File: src/rtl/imem_loader_pkg.sv
// rtl/imem_loader_pkg.sv - shared sizing, boot address and loader FSM encoding
package imem_loader_pkg;

  localparam int IMEM_DEPTH  = 1024;
  localparam int IMEM_ADDR_W = 10;

  // pc_restart makes the fetch unit reload its PC with this address
  localparam logic [31:0] BOOT_PC = 32'h0000_3000;

  localparam logic [1:0] ST_IDLE   = 2'd0;
  localparam logic [1:0] ST_LOAD   = 2'd1;
  localparam logic [1:0] ST_WRITE  = 2'd2;
  localparam logic [1:0] ST_FINISH = 2'd3;

endpackage

File: src/rtl/imem_loader_byte_packer.sv
// rtl/imem_loader_byte_packer.sv - big-endian 8-to-32 packer with word strobe
module imem_loader_byte_packer (
  input  logic        clk,
  input  logic        reset,
  input  logic        clear_i,
  input  logic        shift_en_i,
  input  logic [7:0]  byte_i,
  output logic [31:0] word_next_o,
  output logic        word_valid_o
);

  // Only the three earlier bytes need storage; the fourth arrives with the strobe
  logic [23:0] word_q;
  logic [1:0]  idx_q;

  assign word_next_o  = {word_q, byte_i};
  assign word_valid_o = shift_en_i && (idx_q == 2'd3);

  always_ff @(posedge clk) begin
    if (reset || clear_i) begin
      word_q <= '0;
      idx_q  <= '0;
    end else if (shift_en_i) begin
      word_q <= word_next_o[23:0];
      idx_q  <= idx_q + 2'd1;
    end
  end

endmodule

File: src/rtl/imem_loader.sv
// rtl/imem_loader.sv - streams bytes into instruction memory and restarts fetch
module imem_loader
  import imem_loader_pkg::*;
#(
  parameter int DEPTH  = IMEM_DEPTH,
  parameter int ADDR_W = IMEM_ADDR_W
) (
  input  logic              clk,
  input  logic              reset,
  input  logic              start,
  input  logic [ADDR_W:0]   word_count,
  input  logic [7:0]        byte_in,
  input  logic              byte_valid,
  output logic              byte_ready,
  output logic              im_we,
  output logic [ADDR_W-1:0] im_addr,
  output logic [31:0]       im_wdata,
  output logic              fetch_en,
  output logic              pc_restart,
  output logic              busy,
  output logic              done
);

  localparam logic [ADDR_W:0] DEPTH_C = (ADDR_W+1)'(DEPTH);

  logic [1:0]        state_q, state_d;
  logic [ADDR_W-1:0] addr_q, addr_d;
  logic [ADDR_W:0]   cnt_q, cnt_d;
  logic [ADDR_W-1:0] im_addr_q, im_addr_d;
  logic [31:0]       im_wdata_q, im_wdata_d;
  logic              done_q, done_d;

  logic              start_ok;
  logic              shift_en;
  logic              word_valid;
  logic [31:0]       word_next;
  logic [ADDR_W:0]   cnt_clamped;
  logic              last_word;

  assign start_ok    = (state_q == ST_IDLE) && start;
  assign shift_en    = (state_q == ST_LOAD) && byte_valid;
  assign cnt_clamped = (word_count > DEPTH_C) ? DEPTH_C : word_count;
  assign last_word   = ({1'b0, addr_q} == (cnt_q - (ADDR_W+1)'(1)));

  imem_loader_byte_packer u_packer (
    .clk          (clk),
    .reset        (reset),
    .clear_i      (start_ok),
    .shift_en_i   (shift_en),
    .byte_i       (byte_in),
    .word_next_o  (word_next),
    .word_valid_o (word_valid)
  );

  always_comb begin
    state_d    = state_q;
    addr_d     = addr_q;
    cnt_d      = cnt_q;
    im_addr_d  = im_addr_q;
    im_wdata_d = im_wdata_q;
    done_d     = done_q;
    case (state_q)
      ST_IDLE: begin
        if (start) begin
          cnt_d   = cnt_clamped;
          addr_d  = '0;
          done_d  = 1'b0;
          state_d = (cnt_clamped == '0) ? ST_FINISH : ST_LOAD;
        end
      end
      ST_LOAD: begin
        // Write-port registers load here so they stay stable outside WRITE
        if (word_valid) begin
          im_addr_d  = addr_q;
          im_wdata_d = word_next;
          state_d    = ST_WRITE;
        end
      end
      ST_WRITE: begin
        if (last_word) begin
          state_d = ST_FINISH;
        end else begin
          addr_d  = addr_q + ADDR_W'(1);
          state_d = ST_LOAD;
        end
      end
      ST_FINISH: begin
        done_d  = 1'b1;
        state_d = ST_IDLE;
      end
      default: state_d = ST_IDLE;
    endcase
  end

  always_ff @(posedge clk) begin
    if (reset) begin
      state_q    <= ST_IDLE;
      addr_q     <= '0;
      cnt_q      <= '0;
      im_addr_q  <= '0;
      im_wdata_q <= '0;
      done_q     <= 1'b0;
    end else begin
      state_q    <= state_d;
      addr_q     <= addr_d;
      cnt_q      <= cnt_d;
      im_addr_q  <= im_addr_d;
      im_wdata_q <= im_wdata_d;
      done_q     <= done_d;
    end
  end

  assign byte_ready = (state_q == ST_LOAD);
  assign im_we      = (state_q == ST_WRITE);
  assign pc_restart = (state_q == ST_FINISH);
  assign fetch_en   = (state_q == ST_IDLE);
  assign busy       = (state_q != ST_IDLE);
  assign im_addr    = im_addr_q;
  assign im_wdata   = im_wdata_q;
  assign done       = done_q;

endmodule

File: config.mk
export PLATFORM = sky130hd
export DESIGN_NAME = imem_loader
export DESIGN_NICKNAME = d
export VERILOG_FILES = /design/src/rtl/imem_loader_pkg.sv /design/src/rtl/imem_loader_byte_packer.sv /design/src/rtl/imem_loader.sv
export SDC_FILE = /design/constraint.sdc
export NUM_CORES = 1
export LEC_CHECK = 0
export BUFFER_PORTS_ARGS = -buffer_cell sky130_fd_sc_hd__buf_2
export CORE_MARGIN = 8
export CORE_UTILIZATION = 55
export DETAILED_ROUTE_END_ITERATION = 10
export PLACE_DENSITY = 0.76
export SLEW_MARGIN = 15
export SYNTH_ARGS = -nofsm -noshare
export SYNTH_HDL_FRONTEND = slang
export SYNTH_SLANG_ARGS = --single-unit
File: constraint.sdc
create_clock -name clk -period 4.2 [get_ports clk]
set_clock_uncertainty 0.1 [all_clocks]
set_input_delay 0.84 -clock clk [delete_from_list [all_inputs] [get_ports clk]]
set_output_delay 0.84 -clock clk [all_outputs]
set_load 0.1 [all_outputs]
After elaboration in Yosys (flattened, before gate mapping)
Index checks and enable logic that the tools add are counted.
{"block": "word_totals", "register_bits": 92, "in_bits": 23, "output_inout_bits": 48, "elab_cells": 45}
{"block": "op_classes", "addsub": 3, "order_cmp": 1, "n_eq_ne": 8, "muxes": 11, "n_reduce_logical": 14}
{"op": "$mux W10", "count": 2}
{"op": "$pmux W10 S2", "count": 1}
{"op": "$eq A10 B11 Y1", "count": 1}
{"op": "$gt A11 B11 Y1 const B", "count": 1}
{"op": "$logic_not A11 Y1", "count": 1}
{"op": "$mux W11", "count": 1}
{"op": "$sub A11 B1 Y11 const B", "count": 1}
{"op": "$add A10 B1 Y10 const B", "count": 1}
{"op": "$mux W2", "count": 4}
{"op": "$pmux W2 S4", "count": 1}
{"op": "$reduce_and A2 Y1", "count": 4}
{"op": "$eq A2 B2 Y1 const B", "count": 3}
{"op": "$reduce_bool A2 Y1", "count": 3}
{"op": "$ne A2 B2 Y1 const B", "count": 2}
{"op": "$logic_and A1 B1 Y1", "count": 3}
{"op": "$reduce_and A3 Y1", "count": 1}
{"op": "$add A2 B1 Y2 const B", "count": 1}
{"op": "$eq A2 B1 Y1 const B", "count": 1}
{"op": "$logic_not A2 Y1", "count": 1}
{"op": "$ne A2 B1 Y1 const B", "count": 1}
{"op": "$pmux W1 S2", "count": 1}
{"op": "$logic_or A1 B1 Y1", "count": 1}
{"op": "$mux W1", "count": 1}

Logic depth before layout (Yosys ltp)
{"block": "depth", "depth_word": 6, "ltp_mapped": 11, "mapped_depth_nobuf": 9}

Cells and area by module
Synthesis repeated with hierarchy kept, for this count alone.
{"block": "unflattened", "hier_cells": 472, "hier_area_um2": 3937.5}
{"mod": "imem_loader", "instances": 1, "cells_per_inst": 377, "area_each_um2": 2897.8}
{"mod": "imem_loader_byte_packer", "instances": 1, "cells_per_inst": 95, "area_each_um2": 1039.7}

Worst setup path before layout
Ideal clock, no wire load.
{"block": "synth_timing", "path_kind": "flip-flop to output port", "from": "reg state_q[1]", "to": "out busy", "arrival_ps": 2695, "t_required_ps": 3260, "setup_slack_ps": 565, "path_stages_with_launch": 3, "path_cell_list": "dfxtp_1 nor2_1 inv_1"}
{"block": "synth_between", "elab_chain_cells": 1}
{"element": "start: declaration", "line": "imem_loader.sv:26", "text": "logic [1:0] state_q, state_d;"}
{"element": "start signal: assignment", "line": "imem_loader.sv:104", "text": "state_q <= state_d;"}
{"element": "$reduce_bool A2 Y1", "line": "imem_loader.sv:117", "text": "assign busy = (state_q != ST_IDLE);"}
{"element": "end: declaration", "line": "imem_loader.sv:20", "text": "output logic busy,"}
No other way between the ends.

Final worst setup path
{"block": "layout_timing", "from": "reg state_q[0]", "to": "out byte_ready"}
{"block": "layout_between", "elab_chain_cells": 1}
{"element": "$eq A2 B1 Y1", "line": "imem_loader.sv:113", "text": "assign byte_ready = (state_q == ST_LOAD);"}
{"element": "end: declaration", "line": "imem_loader.sv:14", "text": "output logic byte_ready,"}
No other way between the ends.

==> flow_metrics.py <==
metrics = {
    "job": {
        "cap_violations": 0,
    },
    "timing": {
        "max_slew_margin_pct": 36.54,
        "slew_viol_final": 0,
        "layout_setup_ws_ns": 1.608,
        "finalCritPeriodShare_pct": 61.70,
        "fin_tns_setup_ns": 0,
        "max_freq_ghz": 0.3859,
        "finalCriticalPeriod_ns": 2.592,
        "timing.hold.ws_ns": 0.3530,
        "rsz0062_at_grt": "false",
        "setup_violations": 0,
        "hold_violations": 0,
        "worst_pin_slew_ns": 0.9519,
    },
    "synthesis": {
        "netlist_instances": 466,
        "syn-cell-area_mm2": 0.003715,
        "synthDistinctLibCells": 43,
        "seq_area_frac_synth_pct": 49.58,
        "ys_seq_elements": 92,
        "synth_edf_count": 0,
        "syn_nets": 492,
        "synth_area_per_cell_um2": 7.972,
        "ys.warnings.count": 0,
        "ys_dominant_reg_cell": "dfxtp_1",
        "synthArstFlopShare_pct": 0,
    },
    "critical_path": {
        "cp.arrival_ns": 1.65,
        "start_kind": "register",
        "worstSetupPathType": "register to output port",
        "cp_max_fo": 9,
        "worstPathRequired_ns": 3.26,
        "critPathCaptureType": "output port",
    },
    "floorplan": {
        "die-area_mm2": 0.009640,
        "die_w_um": 98.19,
        "fp.dieH_um": 98.19,
        "num_io_pins": 71,
        "core_mm2": 0.006681,
        "row_count": 30,
        "start_util_pct": 55.60,
    },
    "grt": {
        "antenna_found_initial": 0,
        "grt_pass1_vias": 3117,
        "grt.overflow.total": 0,
        "grt_first_pass_wirelength_um": 14320,
        "grt_usage_pct": 17.70,
        "grt_max_degree": 54,
    },
    "clock_network": {
        "numCtsBuffers": 9,
        "clkSinkCount": 92,
        "clk_pin_slew_worst_paths_ns": 0.09,
        "htree_levels": 3,
        "hold_buffers": 0,
        "clk-insertion-delay-late_ns": 0.36,
        "cts_resized": 0,
        "cts_tree": "done",
        "cts_root_buffer": "clkbuf_8",
        "post_cts_buffers": 0,
        "clock_path_buffers": 2,
    },
    "power_and_ir_drop": {
        "ir_drop_mv": 0.1960,
        "seqPwrFrac_pct": 54.2,
        "p_sw_uw": 425.5,
        "p_int_uw": 1225,
        "p_comb_share_pct": 8.8,
        "p_per_area_mw_per_mm2": 385.9,
        "sw_frac_of_total_pct": 25.78,
        "leakage_uw": 0.001656,
        "p_clk_share_pct": 36.9,
    },
    "detailed_routing": {
        "num_vias": 3237,
        "via_per_inst": 5.324,
        "drtPass1Iterations": 5,
        "routedWlPerCell_um": 13.68,
        "route.detailed.drc": 0,
        "drtIter0Drc": 147,
        "wl_um": 8318,
        "drtAntennaViolNets": 0,
    },
    "place": {
        "place_congestion": 0.8596,
        "portBuffers": 70,
        "place_hpwl_um": 5857,
        "dpl_worst_slack_ns": 1.514,
    },
    "final_layout": {
        "finalNetCount": 549,
        "fillers": 615,
        "drive_above_1_share_pct": 17.80,
        "area_growth_pct": 15.12,
        "antennaDiodeCount": 0,
        "multi_input_area_mm2": 0.001729,
        "seq_area_mm2": 0.001842,
    },
    "run_status": {
        "status": "complete, no violations",
    },
    "hold_path": {
        "hold_class": "register to register",
    },
}
[cell families (layout without fill, tap and decap cells)]
| logic type | Yosys count | in the layout | share of synthesized area [%] |
|---|---|---|---|
| muxes | 4 | 4 | 1.078 |
| xor gates and xnor gates | 15 | 15 | 3.537 |
| and+or+nand+nor | 213 | 213 | 25.50 |
| AOI/OAI and AO/OA | 106 | 106 | 15.43 |
| buffers and inverters | 33 | 95 | 3.873 |
| DFF | 92 | 92 | 49.58 |
| adders and majority gates | 3 | 3 | 1.011 |
[worst max-delay path: stages, from the launching register on]
cell and delay [ns]:
dfxtp_1 0.46, nor2b_1 0.34, buf_2 0.50
[flip-flops by register name, indices dropped and copies added, names as in the netlist]
name	flops
u_packer.word_q	24
state_q	2
u_packer.idx_q	2
addr_q	10
cnt_q	11
done	1
im_wdata	32
im_addr	10
[area by class of cell]
type	instances	share of cell area (%)
Sequential cell	92	43.07
Clock inverter	6	1.609
Tap cell	80	2.341
Inverter	5	0.4389
Clock buffer	10	3.218
Timing Repair Buffer	74	8.894
Multi-Input combinational cell	341	40.43
[through the flow]
step	std cells	total power [µW]	util (%)	instance area, µm²
after floorplan	466	1025	-	3715
after global placement	592	1058	60.92	4070
after detailed placement	592	1061	60.92	4070
after CTS	608	1665	64.01	4277
after global routing	608	1719	64.01	4277
final	608	1650	64.01	4277
[cell usage in the layout, fill, tap and decap left out, types with 2 or more instances in the layout]
master	instances
nor2_1	21
or3_1	8
ha_1	3
dfxtp_1	92
xor2_1	6
inv_6	3
or4_1	2
nand3_1	3
nand4_1	3
nor3_1	4
and2_1	2
nand2_1	147
a22o_1	7
mux2i_1	4
buf_4	4
nor4_1	3
a21oi_1	83
nor3b_1	2
nand2b_1	3
xnor2_1	9
buf_2	70
nor2b_1	4
clkbuf_8	10
o21ai_0	10
inv_1	5
[layer usage]
metal	routed length, µm	share of wire (%)	GRT usage, %	vias to the layer above
li1	-	-	-	1682
met1	3978	48	22.44	1469
met2	3781	45	28.08	79
met3	461	5.5	4.552	7
met4	96	1.2	6.848	0
met5	0	0	0	-
[power groups by stage]
stage | registers [µW] | clock network [µW] | logic [µW]
4_1_cts | 895 | 624 | 146
5_1_grt | 897 | 663 | 160
3_5_place_dp | 915 | 0 | 146
3_3_place_gp | 915 | 0 | 143
2_1_floorplan | 911 | 0 | 114
6_report | 895 | 610 | 146
[synthesized netlist by cell type, drive strengths merged, types with 2 or more instances]
| cell type | number | share of area (%) |
|---|---|---|
| nand2 | 147 | 15 |
| dfxtp | 92 | 50 |
| a21oi | 83 | 11 |
| clkbuf | 23 | 2.3 |
| nor2 | 21 | 2.1 |
| o21ai | 10 | 1.3 |
| xnor2 | 9 | 2.1 |
| or3 | 8 | 1.3 |
| a22o | 7 | 1.7 |
| xor2 | 6 | 1.4 |
| buf | 5 | 1.0 |
| inv | 5 | 0.51 |
| mux2i | 4 | 1.1 |
| nand3 | 4 | 0.67 |
| nor2b | 4 | 0.67 |
| nor3 | 4 | 0.54 |
| nor4 | 4 | 1.1 |
| ha | 3 | 1.0 |
| nand2b | 3 | 0.51 |
| nand4 | 3 | 0.51 |
| and2 | 2 | 0.34 |
| nor3b | 2 | 0.40 |
| or4 | 2 | 0.40 |
[final timing paths]
| kind | from | cells past startpoint | slack (ns) | to |
|---|---|---|---|---|
| worst min register to register | im_wdata[29]$_SDFFE_PP0P_ | 2 | 0.35 | im_wdata[29]$_SDFFE_PP0P_ |
| worst max-delay path | state_q[0]$_SDFFE_PP0P_ | 2 | 1.61 | byte_ready |
| worst min-delay path | im_wdata[29]$_SDFFE_PP0P_ | 2 | 0.35 | im_wdata[29]$_SDFFE_PP0P_ |
| worst max register to register | cnt_q[0]$_SDFFE_PP0P_ | 9 | 1.62 | addr_q[5]$_SDFFE_PP0P_ |
Power figures use the tool's default switching activity.
